**src/rtl/mcp_hold_reg.sv**
```systemverilog
// Multi-channel multicycle-path capture register: each channel stages a word on SET
// and commits it to get only after the source has held stable for HOLD cycles.
module mcp_hold_reg #(
  parameter int unsigned WIDTH     = 8,
  parameter int unsigned CHANNELS  = 2,
  parameter int unsigned HOLD      = 2,
  parameter int unsigned INIT_MODE = 0
) (
  input  logic                      CLK,
  input  logic                      RST,
  input  logic [CHANNELS-1:0]       SET,
  input  logic [CHANNELS*WIDTH-1:0] val,
  input  logic [CHANNELS-1:0]       err_clr,
  output logic [CHANNELS*WIDTH-1:0] get,
  output logic [CHANNELS-1:0]       busy,
  output logic [CHANNELS-1:0]       done,
  output logic [CHANNELS-1:0]       err
);

  localparam int unsigned CW = (HOLD < 2) ? 1 : $clog2(HOLD + 1);
  localparam logic [CW-1:0] LAST = CW'((HOLD == 0) ? 0 : HOLD - 1);

  function automatic logic [WIDTH-1:0] init_word();
    logic [WIDTH-1:0] w;
    w = '0;
    for (int unsigned i = 0; i < WIDTH; i++) begin
      w[i] = (INIT_MODE == 0) && (i % 2 == 1);
    end
    return w;
  endfunction

  localparam logic [WIDTH-1:0] INIT = init_word();

  typedef enum logic {S_IDLE, S_HOLD} state_t;

  for (genvar c = 0; c < CHANNELS; c++) begin : g_ch
    logic [WIDTH-1:0] w_val;
    logic [WIDTH-1:0] r_get, w_get_nxt;
    logic             r_done, w_done_nxt;
    logic             r_err, w_err_nxt;

    assign w_val = val[c*WIDTH +: WIDTH];

    if (HOLD == 0) begin : g_bypass
      // Legacy single-cycle behaviour: no staging, no stability check.
      always_comb begin
        w_get_nxt  = r_get;
        w_done_nxt = 1'b0;
        w_err_nxt  = r_err & ~err_clr[c];
        if (SET[c]) begin
          w_get_nxt  = w_val;
          w_done_nxt = 1'b1;
        end
      end
      assign busy[c] = 1'b0;
    end else begin : g_hold
      state_t           r_state, w_state_nxt;
      logic [WIDTH-1:0] r_stg, w_stg_nxt;
      logic [CW-1:0]    r_cnt, w_cnt_nxt;

      always_ff @(posedge CLK or posedge RST) begin
        if (RST) begin
          r_state <= S_IDLE;
          r_stg   <= '0;
          r_cnt   <= '0;
        end else begin
          r_state <= w_state_nxt;
          r_stg   <= w_stg_nxt;
          r_cnt   <= w_cnt_nxt;
        end
      end

      // SET takes priority over both the commit and the instability check.
      always_comb begin
        w_state_nxt = r_state;
        w_stg_nxt   = r_stg;
        w_cnt_nxt   = r_cnt;
        w_get_nxt   = r_get;
        w_done_nxt  = 1'b0;
        w_err_nxt   = r_err & ~err_clr[c];
        if (SET[c]) begin
          w_state_nxt = S_HOLD;
          w_stg_nxt   = w_val;
          w_cnt_nxt   = '0;
        end else if (r_state == S_HOLD) begin
          if (w_val != r_stg) begin
            w_stg_nxt = w_val;
            w_cnt_nxt = '0;
            w_err_nxt = 1'b1;
          end else if (r_cnt == LAST) begin
            w_get_nxt   = r_stg;
            w_done_nxt  = 1'b1;
            w_state_nxt = S_IDLE;
          end else begin
            w_cnt_nxt = r_cnt + 1'b1;
          end
        end
      end

      assign busy[c] = (r_state == S_HOLD);
    end

    always_ff @(posedge CLK or posedge RST) begin
      if (RST) begin
        r_get  <= INIT;
        r_done <= 1'b0;
        r_err  <= 1'b0;
      end else begin
        r_get  <= w_get_nxt;
        r_done <= w_done_nxt;
        r_err  <= w_err_nxt;
      end
    end

    assign get[c*WIDTH +: WIDTH] = r_get;
    assign done[c]               = r_done;
    assign err[c]                = r_err;
  end

endmodule

```
**config.mk**
```make
export PLATFORM = sky130hd
export DESIGN_NAME = mcp_hold_reg
export DESIGN_NICKNAME = d
export VERILOG_FILES = /design/src/rtl/mcp_hold_reg.sv
export SDC_FILE = /design/constraint.sdc
export NUM_CORES = 1
export LEC_CHECK = 0
export CORE_MARGIN = 5
export CORE_UTILIZATION = 33
export DETAILED_ROUTE_END_ITERATION = 10
export PLACE_DENSITY_LB_ADDON = 0.12
export SYNTH_ARGS = -nofsm -noshare
export SYNTH_HDL_FRONTEND = slang
export SYNTH_SLANG_ARGS = --single-unit
```
**constraint.sdc**
```tcl
create_clock -name CLK -period 3.4 [get_ports CLK]
set_input_delay 0.51 -clock CLK [delete_from_list [all_inputs] [get_ports CLK]]
set_output_delay 0.51 -clock CLK [all_outputs]
set_load 0.01 [all_outputs]
```
==> flow_metrics.py <==
metrics = {
    "worst_setup_path": {
        "endpoint_kind": "flip-flop",
        "critPathKind": "primary input to flip-flop",
        "max_stage_delay_ns": 0.63,
        "critPathRequiredTime_ns": 3.58,
        "start_kind": "primary input",
        "crit_path_max_fanout": 12,
        "arrival_ns": 2.61,
        "path_cells": "clkdlybuf4s50_1 > inv_1 > nand3_1 > nor3_2 > mux2_2",
        "regToRegStartpoint": "g_ch[1].g_hold.r_stg[2]",
        "crit_slowest_cell": "clkdlybuf4s50_1",
        "crit_start": "SET[0]",
    },
    "synth": {
        "yosysTopAreaCell": "dfrtp_1",
        "synth_edf_count": 0,
        "synth_top_area_share_pct": 38.4,
        "yosys_warnings": 0,
        "ys_async_sr_fraction_pct": 100,
        "synth_common_cells": "dfrtp_1, nand2_1, o211ai_1",
        "ys_ff_latch": 42,
        "yosysSeqAreaShare_pct": 47.9,
        "ys_top_cells_by_area": "dfrtp_1, dfstp_2, mux2_2",
        "post-synth-top-count-cell": "dfrtp_1",
        "syn_area_um2": 2220,
        "synth_ff_type": "dfrtp_1",
        "syn_nets": 236,
        "synth_cell_types": 31,
        "synth_cells": 212,
        "avgSynthCellArea_um2": 10.5,
    },
    "clock_network": {
        "clock_sinks": 42,
        "numCtsBuffers": 5,
        "postCtsHoldBufs": 0,
        "clk_path_buf_depth": 2,
        "clk_pin_slew_ns": 0.08,
        "cts_root_buf": "clkbuf_8",
        "worstSkewPairLatency_ns": 0.29,
        "cts_tree": "done",
        "cts_resized": 0,
        "cts.htree.levels": 2,
        "cts_setup_buffers": 0,
    },
    "placed_design": {
        "globalplace.congestion": 0.720,
        "dp_hpwl_um": 3570,
        "port_buffers": 43,
    },
    "layout": {
        "layout-drive-gt1-share_pct": 16.4,
        "final_core_util_pct": 43.2,
        "antenna_cells": 0,
        "fill_cells": 642,
        "area_growth_pct": 25.8,
        "finalNetCount": 273,
    },
    "grt": {
        "grt_pass1_wl_um": 8560,
        "track_usage_pct": 12.5,
        "antenna_found_initial": 0,
        "globalRouteOverflowTotal": 0,
        "grt_start_max_net_pins": 29,
        "grt_pass1_vias": 1712,
    },
    "drt": {
        "routed_via_density": 5.21,
        "antenna_left": 0,
        "drt-pass1-iter-count": 4,
        "drc": 0,
        "drt_iter0_markers": 60,
        "routedWlPerCell_um": 15.5,
        "wl_um": 5070,
        "num_vias": 1705,
    },
    "min_path": {
        "hp-class": "flip-flop to flip-flop",
        "min-delay-start": "g_ch[1].r_get[2]",
    },
    "timing": {
        "drv_slew": 0,
        "hold_viol_final": 0,
        "clock_skew_ns": 0.00507,
        "worst_pin_slew_ns": 0.913,
        "rsz0062_at_grt": "no",
        "slew_headroom_pct": 39.1,
        "layout_min_cycle_time_ns": 2.44,
        "setup_violations": 0,
        "fmax_mhz": 410,
        "finalSetupTns_ns": 0,
        "period_share_pct": 71.7,
    },
    "power": {
        "peakVddDrop_mv": 0.179,
        "p_leak_nw": 1.08,
        "power.density_nw_per_um2": 356,
    },
    "floorplan": {
        "die_area_um2": 8460,
        "core_area_um2": 6460,
        "start_util_pct": 34.3,
        "die_y_um": 92.0,
        "die_w_um": 92.0,
        "boundaryPins": 44,
        "row_count": 29,
    },
    "job": {
        "drv_cap": 0,
    },
    "status": {
        "outcome": "complete, no violations",
    },
}
[layer usage]
layer  up-vias  global-route usage, %  wire (µm)
li1        836                      -          -
met1       814                   17.3       2510
met2        53                   19.2       2210
met3         2                   3.68        314
met4         0                   2.97         29
met5         -                      0          0
[cell usage in the layout (no fill, tap or decap), drive strengths merged, types with 8 or more instances in the layout]
| cell type | n |
|---|---|
| a21oi | 10 |
| clkdlybuf4s50 | 43 |
| dfrtp | 34 |
| dfstp | 8 |
| inv | 9 |
| mux2 | 16 |
| nand2 | 26 |
| nand4b | 8 |
| nor3b | 9 |
| o211ai | 24 |
| xnor2 | 16 |
[metrics by stage]
step | setup WS (ns) | instance area, µm² | instances | hold WS (ns) | power [mW]
2_1_floorplan | 1.58 | 2220 | 212 | 0.474 | 0.612
3_3_place_gp | 0.670 | 2700 | 319 | 0.493 | 0.669
3_5_place_dp | 0.639 | 2700 | 319 | 0.499 | 0.668
4_1_cts | 0.957 | 2790 | 327 | 0.522 | 1.02
5_1_grt | 0.805 | 2790 | 327 | 0.531 | 1.05
6_report | 0.964 | 2790 | 327 | 0.511 | 0.995
[report_power, final]
group          internal (mW)  switching, mW
combinational         0.0624         0.0645
sequential             0.515         0.0157
clock                  0.163          0.174
[sequential cells by signal, summed over array words and instances (netlist names)]
signal / cells
g_ch.g_hold.r_cnt: 4
g_ch.g_hold.r_state: 2
g_ch.r_err: 2
g_ch.r_done: 2
g_ch.r_get: 16
g_ch.g_hold.r_stg: 16
[layout make-up]
class	count	area, µm²	share of cell area [%]
flip-flops and latches	42	1060	38.0
multi-input cells	142	1030	36.9
repair buffers	49	475	17.0
well taps	77	96.3	3.45
clock buffers	6	82.6	2.96
inverters	9	33.8	1.21
clock inverters	2	12.5	0.448
[final timing paths]
path	slack [ns]	cells past startpoint	endpoint
worst max-delay path	0.96	5	g_ch[0].r_get[6]
worst min-delay path	0.51	1	g_ch[1].r_get[2]
worst max register to register	1.39	4	g_ch[1].r_get[2]
worst min register to register	0.51	1	g_ch[1].r_get[2]
max in group asynchronous	1.91	3	g_ch[1].r_get[3]
min in group asynchronous	0.71	2	g_ch[0].g_hold.r_cnt[1]
[cells by family after synthesis]
| kind of cell | count (synthesis) | share of synthesized area [%] |
|---|---|---|
| and+or+nand+nor | 63 | 16.6 |
| DFF | 42 | 47.9 |
| buffers and inverters | 28 | 5.76 |
| AOI/OAI and AO/OA | 45 | 14.2 |
| adders and majority gates | 2 | 1.13 |
| xor gates and xnor gates | 16 | 6.32 |
| muxes | 16 | 8.13 |
[critical path, delay by kind of cell]
| family | cells | cell delay (ns) |
|---|---|---|
| buffers and inverters | 2 | 1.02 |
| muxes | 1 | 0.41 |
| and+or+nand+nor | 2 | 0.68 |
Note: power is estimated with default switching activity, not from simulation.
